## src/rtl/ppg_sample_processor.sv

```systemverilog
// ppg_sample_processor
// Windowed statistics for a two-channel (RED / IR) PPG front end. Each
// channel collects N = 2^WIN_LOG2 samples. Per channel the block tracks the
// minimum, the maximum and the sum of the samples. When both windows are
// full it reports:
//   AC = max - min
//   DC = mean (truncated)
// It then holds the result until the consumer takes it.
//
// Ports
//   CLK        in   system clock, rising edge
//   rst_n      in   asynchronous active-low reset
//   enable     in   1 = process samples, 0 = idle / abandon partial window
//   smp_valid  in   sample strobe, one sample per high cycle
//   smp_ch     in   sample channel, 0 = RED, 1 = IR
//   smp_data   in   8-bit unsigned ADC sample
//   res_ready  in   result consumer ready
//   ovr_clr    in   clears the sticky overrun flag
//   res_valid  out  result valid (held until res_valid && res_ready)
//   red_ac     out  RED max - min
//   red_dc     out  RED mean
//   ir_ac      out  IR max - min
//   ir_dc      out  IR mean
//   overrun    out  sticky: a sample was dropped
//   busy       out  high whenever the FSM is not IDLE
module ppg_sample_processor #(
  parameter int WIN_LOG2 = 6
) (
  input  logic       CLK,
  input  logic       rst_n,
  input  logic       enable,
  input  logic       smp_valid,
  input  logic       smp_ch,
  input  logic [7:0] smp_data,
  input  logic       res_ready,
  input  logic       ovr_clr,
  output logic       res_valid,
  output logic [7:0] red_ac,
  output logic [7:0] red_dc,
  output logic [7:0] ir_ac,
  output logic [7:0] ir_dc,
  output logic       overrun,
  output logic       busy
);

  localparam int SUM_W = 8 + WIN_LOG2;
  localparam int CNT_W = WIN_LOG2 + 1;
  localparam int unsigned N_INT = 32'd1 << WIN_LOG2;
  localparam logic [CNT_W-1:0] CNT_FULL = CNT_W'(N_INT);

  typedef enum logic [1:0] {
    ST_IDLE   = 2'd0,
    ST_ACCUM  = 2'd1,
    ST_REPORT = 2'd2
  } state_t;

  state_t state_r;

  // Per-channel window state, index 0 = RED, 1 = IR
  logic [7:0]       min_r [2];
  logic [7:0]       max_r [2];
  logic [SUM_W-1:0] sum_r [2];
  logic [CNT_W-1:0] cnt_r [2];

  logic sel_full_s;
  logic both_full_s;
  logic accept_s;
  logic drop_s;
  logic clear_win_s;
  logic handshake_s;

  function automatic logic [7:0] min8(input logic [7:0] a, input logic [7:0] b);
    return (a < b) ? a : b;
  endfunction

  function automatic logic [7:0] max8(input logic [7:0] a, input logic [7:0] b);
    return (a > b) ? a : b;
  endfunction

  // Difference is clamped at zero so an empty window can never wrap
  function automatic logic [7:0] ac_of(input logic [7:0] mx, input logic [7:0] mn);
    return (mx >= mn) ? (mx - mn) : 8'd0;
  endfunction

  // Mean of a full window: the sum shifted right by WIN_LOG2, which always fits 8 bits
  function automatic logic [7:0] dc_of(input logic [SUM_W-1:0] s);
    return s[WIN_LOG2 +: 8];
  endfunction

  // Decode sample acceptance / drop and window clearing for the current state
  always_comb begin
    sel_full_s  = (cnt_r[smp_ch] == CNT_FULL);
    both_full_s = (cnt_r[0] == CNT_FULL) && (cnt_r[1] == CNT_FULL);
    handshake_s = res_valid && res_ready;
    accept_s    = 1'b0;
    drop_s      = 1'b0;
    clear_win_s = 1'b0;
    case (state_r)
      ST_IDLE: begin
        clear_win_s = 1'b1;
      end
      ST_ACCUM: begin
        if (!enable) begin
          clear_win_s = 1'b1;
        end else begin
          clear_win_s = 1'b0;
        end
        if (smp_valid) begin
          if (sel_full_s) begin
            drop_s = 1'b1;
          end else begin
            accept_s = enable;
          end
        end else begin
          drop_s = 1'b0;
        end
      end
      ST_REPORT: begin
        // Results are frozen here; every incoming sample is lost
        drop_s      = smp_valid;
        clear_win_s = handshake_s;
      end
      default: begin
        clear_win_s = 1'b1;
      end
    endcase
  end

  // Window accumulators: reset/clear to init values, otherwise absorb accepted samples
  always_ff @(posedge CLK or negedge rst_n) begin
    if (!rst_n) begin
      for (int i = 0; i < 2; i++) begin
        min_r[i] <= 8'd255;
        max_r[i] <= 8'd0;
        sum_r[i] <= '0;
        cnt_r[i] <= '0;
      end
    end else if (clear_win_s) begin
      for (int i = 0; i < 2; i++) begin
        min_r[i] <= 8'd255;
        max_r[i] <= 8'd0;
        sum_r[i] <= '0;
        cnt_r[i] <= '0;
      end
    end else if (accept_s) begin
      min_r[smp_ch] <= min8(min_r[smp_ch], smp_data);
      max_r[smp_ch] <= max8(max_r[smp_ch], smp_data);
      sum_r[smp_ch] <= sum_r[smp_ch] + SUM_W'(smp_data);
      cnt_r[smp_ch] <= cnt_r[smp_ch] + CNT_W'(1);
    end else begin
      min_r <= min_r;
      max_r <= max_r;
      sum_r <= sum_r;
      cnt_r <= cnt_r;
    end
  end

  // Control FSM with registered result, valid, busy and overrun outputs
  always_ff @(posedge CLK or negedge rst_n) begin
    if (!rst_n) begin
      state_r   <= ST_IDLE;
      res_valid <= 1'b0;
      busy      <= 1'b0;
      overrun   <= 1'b0;
      red_ac    <= 8'd0;
      red_dc    <= 8'd0;
      ir_ac     <= 8'd0;
      ir_dc     <= 8'd0;
    end else begin
      // A drop in the same cycle as a clear request keeps the flag set
      if (drop_s) begin
        overrun <= 1'b1;
      end else if (ovr_clr) begin
        overrun <= 1'b0;
      end else begin
        overrun <= overrun;
      end

      case (state_r)
        ST_IDLE: begin
          res_valid <= 1'b0;
          if (enable) begin
            state_r <= ST_ACCUM;
            busy    <= 1'b1;
          end else begin
            state_r <= ST_IDLE;
            busy    <= 1'b0;
          end
        end
        ST_ACCUM: begin
          res_valid <= 1'b0;
          if (!enable) begin
            state_r <= ST_IDLE;
            busy    <= 1'b0;
          end else if (both_full_s) begin
            // Counts became full on the previous edge; publish the result now
            state_r   <= ST_REPORT;
            busy      <= 1'b1;
            res_valid <= 1'b1;
            red_ac    <= ac_of(max_r[0], min_r[0]);
            red_dc    <= dc_of(sum_r[0]);
            ir_ac     <= ac_of(max_r[1], min_r[1]);
            ir_dc     <= dc_of(sum_r[1]);
          end else begin
            state_r <= ST_ACCUM;
            busy    <= 1'b1;
          end
        end
        ST_REPORT: begin
          // enable is only looked at once the consumer has taken the result
          if (handshake_s) begin
            res_valid <= 1'b0;
            if (enable) begin
              state_r <= ST_ACCUM;
              busy    <= 1'b1;
            end else begin
              state_r <= ST_IDLE;
              busy    <= 1'b0;
            end
          end else begin
            res_valid <= 1'b1;
            state_r   <= ST_REPORT;
            busy      <= 1'b1;
          end
        end
        default: begin
          state_r   <= ST_IDLE;
          busy      <= 1'b0;
          res_valid <= 1'b0;
        end
      endcase
    end
  end

endmodule

```

## config.mk

```make
export PLATFORM = sky130hd
export DESIGN_NAME = ppg_sample_processor
export DESIGN_NICKNAME = d
export VERILOG_FILES = /design/src/rtl/ppg_sample_processor.sv
export SDC_FILE = /design/constraint.sdc
export NUM_CORES = 1
export LEC_CHECK = 0
export ABC_AREA = 1
export CORE_ASPECT_RATIO = 2
export CORE_MARGIN = 2
export CORE_UTILIZATION = 43
export DETAILED_ROUTE_END_ITERATION = 10
export PLACE_DENSITY_LB_ADDON = 0.15
export SYNTH_ARGS = -nofsm -noshare
export SYNTH_HDL_FRONTEND = slang
export SYNTH_SLANG_ARGS = --single-unit
```

## constraint.sdc

```tcl
create_clock -name CLK -period 2 [get_ports CLK]
set_input_delay 0.2 -clock CLK [delete_from_list [all_inputs] [get_ports CLK]]
set_output_delay 0.2 -clock CLK [all_outputs]
set_load 0.005 [all_outputs]
```

## After elaboration in Yosys (flattened, before gate mapping)

Index checks and enable logic that the tools add are counted.

- $add $sub $neg: 4
- Order comparisons: 6
- Equal/unequal tests: 5
- Multiplexer cells: 56
- Bitwise gates (word level): 1
- Reduce and logical (&&, ||, !) cells: 8

Operators by type and width:

| operator | count |
|---|---|
| 8-bit two-way mux | 11 |
| 14-bit two-way mux | 6 |
| 16-bit two-way mux | 4 |
| 28-bit two-way mux | 2 |
| 16-bit bitwise mux | 2 |
| 28-bit bitwise mux | 1 |
| 7-bit two-way mux | 4 |
| 7-bit == test (second input constant) | 3 |
| 8-bit greater-or-equal comparator | 2 |
| 8-bit subtractor | 2 |
| 14-bit by 8-bit adder with 14-bit output | 1 |
| 14-bit bitwise mux | 1 |
| 14-bit demux with 1-bit select | 1 |
| 1-bit two-way mux | 14 |
| 8-bit demux with 1-bit select | 1 |
| 8-bit > comparator | 1 |
| 8-bit < comparator | 1 |
| 1-bit case mux with 2 select lines | 4 |
| 7-bit by 1-bit adder with 7-bit output (second input constant) | 1 |
| 7-bit demux with 1-bit select | 1 |
| 2-bit two-way mux | 3 |
| 2-bit case mux with 3 select lines | 1 |
| 2-bit nonzero test | 2 |
| 1-bit logical AND | 3 |
| other kinds (8) | 8 |

- Register bits after elaboration: 111
- Bits of input ports: 15
- Output and inout port bits: 35
- Logic and storage cells: 96

## Depth between registers and ports, before layout

Gate-level depths: netlist of run 1.

- Word-level depth: 10
- Gate-level depth with buffers: 18
- Mapped depth without buffers: 15

## Worst setup path before layout of run 1

No wires, ideal clock.

- Path type: input -> register
- Start: input port smp_ch
- End: register sum_r[12] (netlist name)
- Library setup time: 126 ps
- Data arrival time: 2454 ps
- Data required time: 1874 ps
- Slack: -580 ps
- Stages on the path: 17
- Path through: buf_6 > buf_4 > buf_6 > buf_2 > clkbuf_1 > nand2_1 > o21ai_0 > ha_1 > inv_1 > fa_1 > o21bai_1 > nand2_1 > nand2_1 > nand2_1 > xor2_1 > nand2_1 > o21ai_0

- Cells in the longest elaborated chain, start to end: 9
- Elaborated cells between the ends (all ways): 21
- Classes of those cells: add/sub (1); order compare (2); eq/ne (1); mux (14); bitwise (1); reduce/logical (2)

Ends and longest elaborated chain:

| item | RTL line | source |
|---|---|---|
| from (decl) | 33 | `input logic smp_ch,` |
| 1-bit inverter with 2-bit output (not written as such) * | 92, 148 |  |
| branches (longest 8 deep; another with 14-bit by 8-bit adder with 14-bit output) | - |  |
| to (signal, indexed assignment) | 148 | `sum_r[smp_ch] <= sum_r[smp_ch] + SUM_W'(smp_data);` |
| to (signal assigned) | 153 | `sum_r <= sum_r;` |
| to (decl) | 62 | `logic [SUM_W-1:0] sum_r [2];` |

Mark *: on every way between the ends. The select of a mux whose other input is x is not followed.
A chain may end at the register's enable or synchronous reset.

## Worst setup path in the final report of run 1

- Start: register max_r[2] (netlist name)
- End: register max_r[9] (netlist name)

- Cells in the longest elaborated chain, start to end: 8

Ends and longest elaborated chain:

| item | RTL line | source |
|---|---|---|
| from (decl) | 61 | `logic [7:0] max_r [2];` |
| from (signal, indexed assignment) | 147 | `max_r[smp_ch] <= max8(max_r[smp_ch], smp_data);` |
| from (signal assigned) | 152 | `max_r <= max_r;` |
| 8-bit two-way mux (not written as such) (3 in series) | 147 |  |
| 8-bit > comparator | 77 | `return (a > b) ? a : b;` |
| 8-bit two-way mux | 77 |  |
| 16-bit bitwise mux | 147 |  |
| 16-bit two-way mux | 145 | `end else if (accept_s) begin` |
| 16-bit two-way mux | 138 | `end else if (clear_win_s) begin` |

Every way passes these cells. The select of a mux whose other input is x is not followed.

==> results of run 1 <==
## worst register-to-register path: cells and delay by family, from the launching register on
family | cells | cell delay, ps
adders and majority gates | 1 | 290
DFF | 1 | 390
buffers and inverters | 2 | 100
AOI/OAI and AO/OA | 3 | 350
and+or+nand+nor | 8 | 1030
## synth_stat cells (7+ instances only)
cell type  number
nand4_1         7
nor2_1         13
dfstp_2        16
xor2_1         18
inv_1         114
ha_1           45
a21oi_1        21
o21ai_1         9
or2_2           7
nand2_1       288
nor3_1         13
buf_6          10
nand3_1        66
o21ai_0        89
dfrtp_1        95
buf_2          10
## state kept, by name, summed over array words and instances, names as in the netlist
register and count:
res_valid 1, sum_r 28, busy 1, ir_dc 8, overrun 1, min_r 16, ir_ac 8, red_ac 8
cnt_r 14, max_r 16, red_dc 8, state_r 2
## metal layers
layer / routed length (µm) / track usage
met2: 12200 / 0.484
met4: 1360 / 0.162
met5: 0 / 0
met3: 605 / 0.0375
met1: 7160 / 0.246
## kinds of logic (layout without fill, tap and decap cells)
family | count (synthesis) | count (layout) | share of synthesized area
buf+inv | 144 | 357 | 0.0946
simple gates | 406 | 407 | 0.255
xor+xnor | 24 | 24 | 0.0313
fa+ha+maj | 48 | 48 | 0.0927
flops | 111 | 111 | 0.416
compound gates | 137 | 137 | 0.110
## report_power, final
part | internal (mW) | switching (mW) | total (mW) | leakage (nW)
Combinational | 0.726 | 0.916 | 1.64 | 3.33
Clock | 0.873 | 0.928 | 1.80 | 0.137
Sequential | 2.36 | 0.0506 | 2.41 | 1.49
Total | 3.96 | 1.89 | 5.85 | 4.96
## final timing paths
check	start	to	slack [ps]	cells after the start
worst max register to register	max_r[2]	max_r[9]	-260	14
min in group CLK	ovr_clr	overrun	410	2
max in group asynchronous	rst_n	min_r[11]	1010	3
worst min register to register	min_r[9]	min_r[9]	470	2
worst max-delay path	max_r[2]	max_r[9]	-260	14
worst min-delay path	rst_n	ir_ac[7]	330	2
## area by class of cell
class,count,area share
repair inverters,1,0.00115
well taps,198,0.0253
multi-input cells,616,0.417
clock inverters,6,0.00536
flip-flops and latches,111,0.285
clock buffers,10,0.0234
inverters,118,0.0465
repair buffers,222,0.195
## timing repair
item	CTS	global route
setup endpoints to repair	83	78
endpoints found under the hold margin	30	0
pin swaps	38	71
gates cloned	2	0
setup buffers	14	17
resized for setup	101	126
hold buffers	1	0
==> flow_summary_export.csv, run 1 <==
group,metric,value,unit
routing,dr.first_iter.drc_count,402,
sta,final_min_period_over_clock_period,1.13,
grt,antenna_found_initial,0,
placement,dp.cells,1234,
placement,routabilityCongestion,0.945,
sta,relSlewSlack,0.648,
grt,grt_pass1_vias,6697,
worst_setup_path,worst_setup_path_end_kind,"register",
worst_hold_path,hold_path_class,"in -> async",
sta,clock.fmax,442,MHz
floorplan,die_h,181,µm
clock_tree,clock-root-buffer,"clkbuf_16",
status,violations,"negative setup slack",
cells_and_area,finalNonFillerCells,1282,
cells_and_area,multi_input_area,4090,µm²
worst_setup_path,startpoint_type,"register",
worst_setup_path,critPathBufInv,2,
routing,drc,0,
synth,synth_area_leaders,"dfrtp_1, nand2_1, ha_1",
sta,drv_slew,0,
cells_and_area,drive_gt1_frac,0.351,
synth,ys_async_sr_fraction,1.00,
clock_tree,cts_tree,"yes",
sta,tns,-5240,ps
grt,grt_pass1_wl,32.6,mm
worst_setup_path,worstPathCellList,"or2_4, o21ai_2, inv_1, ha_1, nand2_1, inv_2, o21ai_1, nand2_1, nand2_1, o211ai_1, nand2_2, nand2_2, nand3_2, nand2_1",
sta,setup_viol,32,
power_and_ir_drop,p_per_area,597,nW/µm²
worst_setup_path,worstSetupPathType,"reg -> reg",
worst_setup_path,crit_top_cell,"nand2_1",
synth,avgSynthCellArea,7.73,µm²
cells_and_area,synthToLayoutAreaGrowth,45.8,%
cells_and_area,final_cell_mix,"nand2_1, buf_4, inv_1",
worst_setup_path,critPathSlowestCell,"dfrtp_1",
worst_setup_path,cp.arrival,2520,ps
sta,period_minus_slack,2260,ps
synth,ys_ff_latch,111,
cells_and_area,fin_area,9800,µm²
synth,syn_inst,870,
worst_setup_path,path_max_fanout,8,
sta,tightestPinTransition,522,ps
clock_tree,clkLatencyLatePin,370,ps
synth,synth_area_leader_cell,"dfrtp_1",
clock_tree,cts_buffers,9,
cells_and_area,fin_util,0.641,
synth,syn-cell-area,6720,µm²
synth,synth_edf_count,0,
placement,pre_cts_slack,-338,ps
floorplan,core_area,15300,µm²
routing,wirelength,21.3,mm
floorplan,num_rows,64,
synth,yosys_warnings,0,
sta,rsz0062_at_grt,"yes",
clock_tree,cts_buffer_depth,2,
clock_tree,cts.sinks,111,
routing,wl_per_cell,16.6,µm
job,maxCapViolations,0,
floorplan,die_area,16700,µm²
clock_tree,ctsHtreeMaxLevel,3,
synth,ys_types,40,
routing,via_count,6607,
cells_and_area,mostFrequentLayoutCell,"nand2_1",
sta,setup_ws,-262,ps
grt,grt_max_degree,48,
synth,synth_top_area_share,0.354,
routing,drt_first_pass_iters,5,
power_and_ir_drop,p_leak,4.96,nW
floorplan,initial_core_util,0.439,
clock_tree,clk_pin_slew_worst_paths,80,ps
power_and_ir_drop,p_total,5.85,mW
cells_and_area,fillers,1314,
worst_setup_path,cpPeakStageDelay,390,ps
grt,track_usage,0.254,
status,status,"finished with violations",
placement,placed_area,8440,µm²
sta,hold_viol,0,
power_and_ir_drop,ir_drop,447,µV
worst_setup_path,cp_top_family,"simple AND/OR/NAND/NOR gates",
routing,drt.antenna.violating_nets,0,
sta,fin_worst_hold_slack,326,ps
floorplan,io_pins,50,
placement,hpwl,15.5,mm
cells_and_area,final-seq-area,2800,µm²
synth,syn_nets,933,
cells_and_area,diodes,0,
placement,numPortBuffers,49,
grt,grt_overflow,0,
worst_setup_path,cp.required,2260,ps
synth,ys_seq_area_frac,0.416,
synth,ys.flop_type,"dfrtp_1",
floorplan,die_w,92.4,µm
sta,clock_skew,10.7,ps
cells_and_area,fin_nets,1142,
routing,viasPerCell,5.15,
(Power assumes the default switching activity.)
==> inputs of run 2 (changes only) <==
Settings changed: PLACE_DENSITY set to 0.72, PLACE_DENSITY_LB_ADDON 0.15 to unset.
==> flow_summary_export.csv, run 2 (same netlist as run 1, synthesis figures left out) <==
group,metric,value,unit
grt,grt_max_degree,48,
grt,grt_pass1_wl,32.0,mm
clock_tree,clkLatencyLatePin,370,ps
worst_setup_path,cp.arrival,2580,ps
cells_and_area,diodes,0,
worst_setup_path,crit_path_end,"max_r[0]",
sta,rsz0062_at_grt,"yes",
cells_and_area,mostFrequentLayoutCell,"nand2_1",
routing,wl_per_cell,16.7,µm
sta,final_min_period_over_clock_period,1.16,
placement,dp.cells,1211,
power_and_ir_drop,p_leak,4.71,nW
cells_and_area,synthToLayoutAreaGrowth,39.0,%
status,status,"finished with violations",
worst_setup_path,startpoint_type,"register",
cells_and_area,drive_gt1_frac,0.303,
floorplan,initial_core_util,0.439,
worst_setup_path,critical_path_depth,14,
clock_tree,cts.sinks,111,
clock_tree,cts_buffers,9,
status,violations,"negative setup slack",
floorplan,die_w,92.4,µm
job,maxCapViolations,0,
grt,grt_pass1_vias,6787,
worst_setup_path,worst_setup_path_end_kind,"register",
power_and_ir_drop,ir_drop,448,µV
worst_setup_path,reg2reg_from,"max_r[0]",
sta,tightestPinTransition,492,ps
clock_tree,clk_pin_slew_worst_paths,80,ps
cells_and_area,fin_nets,1109,
routing,viasPerCell,5.35,
sta,setup_viol,31,
worst_setup_path,r2r_end,"max_r[0]",
cells_and_area,fillers,1312,
worst_setup_path,cp.required,2260,ps
power_and_ir_drop,p_per_area,626,nW/µm²
clock_tree,cts_buffer_depth,2,
worst_setup_path,crit_start,"max_r[0]",
clock_tree,ctsHtreeMaxLevel,3,
routing,dr.first_iter.drc_count,336,
placement,hpwl,14.4,mm
worst_setup_path,critPathSlowestCell,"dfrtp_1",
cells_and_area,finalNonFillerCells,1249,
placement,routabilityCongestion,0.944,
clock_tree,cts_tree,"yes",
sta,period_minus_slack,2330,ps
floorplan,die_area,16700,µm²
sta,hold_viol,0,
cells_and_area,largest_register_ffs,28,
routing,via_count,6678,
cells_and_area,top_register,"sum_r",
routing,drt.antenna.violating_nets,0,
worst_setup_path,cp_top_family,"simple AND/OR/NAND/NOR gates",
worst_setup_path,crit_top_cell,"nand2_1",
worst_setup_path,r2r_slack,-330,ps
worst_hold_path,hold_path_class,"in -> async",
worst_setup_path,critPathBufInv,2,
sta,setup_ws,-326,ps
grt,antenna_found_initial,0,
floorplan,die_h,181,µm
worst_setup_path,worstPathCellList,"inv_1, nand2_1, o21ai_1, ha_1, nor2_1, o21ai_1, nand2_1, nand2_1, o211ai_1, nand2_2, buf_6, nand2_2, nand3_2, nand2_1",
grt,track_usage,0.246,
cells_and_area,final_cell_mix,"nand2_1, buf_4, inv_1",
floorplan,num_rows,64,
sta,clock_skew,8.18,ps
placement,pre_cts_slack,-349,ps
floorplan,core_area,15300,µm²
clock_tree,clock-root-buffer,"clkbuf_16",
placement,numPortBuffers,49,
worst_setup_path,reg2reg_depth,14,
sta,drv_slew,0,
cells_and_area,largestRegisters,"sum_r x28, max_r x16, min_r x16",
cells_and_area,fin_util,0.611,
floorplan,io_pins,50,
grt,grt_overflow,0,
routing,drt_first_pass_iters,5,
sta,clock.fmax,430,MHz
sta,relSlewSlack,0.670,
worst_setup_path,path_max_fanout,4,
routing,wirelength,20.8,mm
worst_setup_path,worstSetupPathType,"reg -> reg",
routing,drc,0,
worst_setup_path,cpPeakStageDelay,380,ps
run 2: cell count changes in the layout (fill, tap and decap cells not counted), sizes merged:
cell | before | now
clkinvlp | 1 | 0
inv | 122 | 121
clkinv | 2 | 4
buf | 174 | 143
clkbuf | 10 | 9
nor2 | 16 | 15
run 2: worst min-delay path by stage:
| stage | startpoint | end | slack [ps] | cells past startpoint |
|---|---|---|---|---|
| 2_1_floorplan | rst_n | busy | -100 | 0 |
| 3_3_place_gp | rst_n | overrun | 190 | 1 |
| 3_5_place_dp | rst_n | overrun | 190 | 1 |
| 4_1_cts | rst_n | overrun | 330 | 2 |
| 5_1_grt | rst_n | cnt_r[5] | 380 | 2 |
| 6_report | rst_n | overrun | 330 | 2 |
run 2: cell type report:
cell class | count | area [µm²] | share of cell area
Timing Repair Buffer | 191 | 1640 | 0.176
Tap cell | 198 | 248 | 0.0265
Multi-Input combinational cell | 615 | 3890 | 0.417
Clock buffer | 9 | 225 | 0.0241
Sequential cell | 111 | 2800 | 0.300
Inverter | 118 | 463 | 0.0496
Clock inverter | 7 | 75.1 | 0.00804
run 2: worst register-to-register path, delay by kind of cell, from the launching register on:
family / cells / cell delay, ps
DFF: 1 / 380
AOI/OAI and AO/OA: 3 / 560
and+or+nand+nor: 8 / 700
buffers and inverters: 2 / 330
adders and majority gates: 1 / 260
run 2: power breakdown:
part           switching [mW]  internal [mW]  total, mW  leakage (nW)
Clock                   0.972          0.889       1.86         0.148
Sequential             0.0539           2.36       2.41          1.49
Combinational           0.902          0.675       1.58          3.07
run 2: metrics by stage:
step,TNS [ps],total power [mW],instance area (µm²),hold WS [ps]
after global placement,-18880,3.67,8240,187
after global routing,-10300,6.10,9340,375
after detailed placement,-20640,3.69,8240,187
after floorplan,-9170,3.12,6770,-95.6
final,-4380,5.85,9340,330
after CTS,-754,5.65,8910,330
run 2: what timing repair did:
item	CTS	global route
setup endpoints to repair	66	87
setup buffers	13	7
gates resized for setup	76	109
cloned	1	0
pin swaps	27	42
hold endpoints to repair	33	0
hold buffers	1	0
run 2: per-layer routing:
metal / vias up / routed length, µm / global-route usage
met5: - / 0 / 0
met4: 0 / 1400 / 0.167
met3: 96 / 750 / 0.0338
met2: 213 / 11600 / 0.459
met1: 3227 / 7080 / 0.243
li1: 3142 / - / -
==> inputs of run 3 (changes only) <==
Settings changed: CORE_UTILIZATION 43 to 50, PLACE_DENSITY 0.72 to 0.8.
==> flow_summary_export.csv, run 3 (same netlist as run 1, synthesis figures left out) <==
group,metric,value,unit
status,status,"finished with violations",
status,violations,"negative setup slack",
worst_setup_path,cp.required,2250,ps
clock_tree,ctsHtreeMaxLevel,3,
cells_and_area,fin_nets,1102,
power_and_ir_drop,p_total,5.87,mW
floorplan,core_area,13300,µm²
sta,relSlewSlack,0.698,
grt,grt_pass1_vias,6481,
cells_and_area,finalNonFillerCells,1199,
grt,track_usage,0.268,
worst_setup_path,worstPathCellList,"or2_4, o21ai_2, inv_1, ha_4, nand2_2, inv_2, o21ai_1, nand2_1, nand2_1, o211ai_1, buf_4, nand3_1, nand3_1, nand2_1",
grt,busiest_layer,"met2",
floorplan,io_pins,50,
worst_setup_path,path_max_fanout,4,
sta,setup_ws,-299,ps
cells_and_area,drive_gt1_frac,0.330,
sta,setup_viol,37,
clock_tree,cts_tree,"yes",
cells_and_area,top_register,"sum_r",
cells_and_area,final-seq-area,2800,µm²
power_and_ir_drop,p_per_area,621,nW/µm²
sta,tightestPinTransition,448,ps
routing,wirelength,21.3,mm
cells_and_area,largest_register_ffs,28,
routing,via_count,6822,
sta,drv_slew,0,
clock_tree,clkLatencyLatePin,360,ps
placement,numPortBuffers,49,
sta,hold_viol,0,
grt,use_met1,0.338,
power_and_ir_drop,ir_drop,529,µV
job,maxCapViolations,0,
worst_setup_path,crit_top_cell,"nand2_1",
clock_tree,cts_buffers,9,
cells_and_area,mostFrequentLayoutCell,"nand2_1",
grt,grt_pass1_wl,30.9,mm
cells_and_area,largestRegisters,"sum_r x28, max_r x16, min_r x16",
placement,routabilityCongestion,0.875,
clock_tree,cts_buffer_depth,2,
worst_setup_path,cpPeakStageDelay,420,ps
routing,viasPerCell,5.69,
worst_setup_path,worst_setup_path_end_kind,"register",
clock_tree,cts.sinks,111,
clock_tree,clock-root-buffer,"clkbuf_16",
grt,grtUsageMet3,0.0475,
routing,drt.antenna.violating_nets,0,
sta,period_minus_slack,2300,ps
sta,rsz0062_at_grt,"yes",
routing,dr.first_iter.drc_count,694,
worst_setup_path,critPathSlowestCell,"dfrtp_1",
routing,drc,0,
worst_setup_path,worstSetupPathType,"reg -> reg",
grt,antenna_found_initial,0,
cells_and_area,fillers,896,
grt,grt_overflow,0,
placement,hpwl,12.7,mm
worst_setup_path,cp.arrival,2550,ps
routing,wl_per_cell,17.8,µm
worst_hold_path,hold_path_class,"in -> async",
sta,clock_skew,7.33,ps
floorplan,die_h,168,µm
sta,clock.fmax,435,MHz
floorplan,die_area,14400,µm²
floorplan,num_rows,60,
grt,grt_max_degree,49,
cells_and_area,diodes,0,
power_and_ir_drop,p_leak,4.70,nW
cells_and_area,final_cell_mix,"nand2_1, buf_4, inv_1",
cells_and_area,synthToLayoutAreaGrowth,40.7,%
grt,use_met2,0.448,
worst_setup_path,startpoint_type,"register",
clock_tree,clk_pin_slew_worst_paths,70,ps
floorplan,die_w,86.0,µm
routing,drt_first_pass_iters,7,
floorplan,initial_core_util,0.506,
placement,dp.cells,1147,
sta,final_min_period_over_clock_period,1.15,
cells_and_area,multi_input_area,4080,µm²
-- run 3: cell types whose count changed in the layout (fill, tap and decap cells not counted), moves of 9 or more --
cell,change
nand2_2,+16
nand2_1,-14
buf_4,-13
nand3_2,-11
inv_2,+9
o21ai_1,-9
-- run 3: routing by layer --
metal	share of wire	wire (µm)
met2	0.50	10700
met3	0.068	1450
met4	0.059	1250
met1	0.37	7910
met5	0	0
-- run 3: worst max-delay path, delay by kind of cell (launching register included) --
family          cells  cell delay [ps]
simple gates        7              790
fa+ha+maj           1              280
flops               1              420
compound gates      3              320
buf+inv             3              370
-- run 3: worst paths after layout --
kind	startpoint	to	slack, ps	cells after the start
worst max-delay path	max_r[2]	max_r[2]	-300	14
worst min-delay path	rst_n	red_dc[4]	280	2
max in group asynchronous	rst_n	ir_ac[4]	1070	3
worst max register to register	max_r[2]	max_r[2]	-300	14
worst min register to register	sum_r[0]	sum_r[0]	480	2
min in group CLK	ovr_clr	overrun	400	2
-- run 3: where the power goes --
part	internal (mW)	switching [mW]
registers	2.36	0.0552
clock network	0.918	0.855
logic	0.705	0.979
-- run 3: per-stage QoR --
step	hold WS [ps]	setup slack (ps)	utilization	setup TNS, ps	area, µm²
floorplan	-95.6	-279	-	-9170	6770
global placement	118	-285	0.607	-10700	8060
detailed placement	121	-334	0.607	-16290	8060
CTS	289	-63.1	0.664	-677	8820
global route	299	-307	0.711	-10490	9450
finish	277	-299	0.711	-5420	9450
-- run 3: final cells by class --
class / instances / area share
multi-input cells: 615 / 0.431
flip-flops and latches: 111 / 0.296
repair buffers: 182 / 0.173
inverters: 118 / 0.0482
clock buffers: 12 / 0.0271
well taps: 155 / 0.0205
clock inverters: 4 / 0.00318
repair inverters: 2 / 0.00119
-- run 3: timing repair --
| item | 4_1_cts | 5_1_grt |
|---|---|---|
| gates resized for setup | 94 | 131 |
| setup buffers | 18 | 15 |
| cloned | 0 | 5 |
| hold endpoints to repair | 20 | 0 |
| endpoints found under the setup margin | 63 | 90 |
| pin swaps | 30 | 60 |
| hold buffers | 1 | 0 |
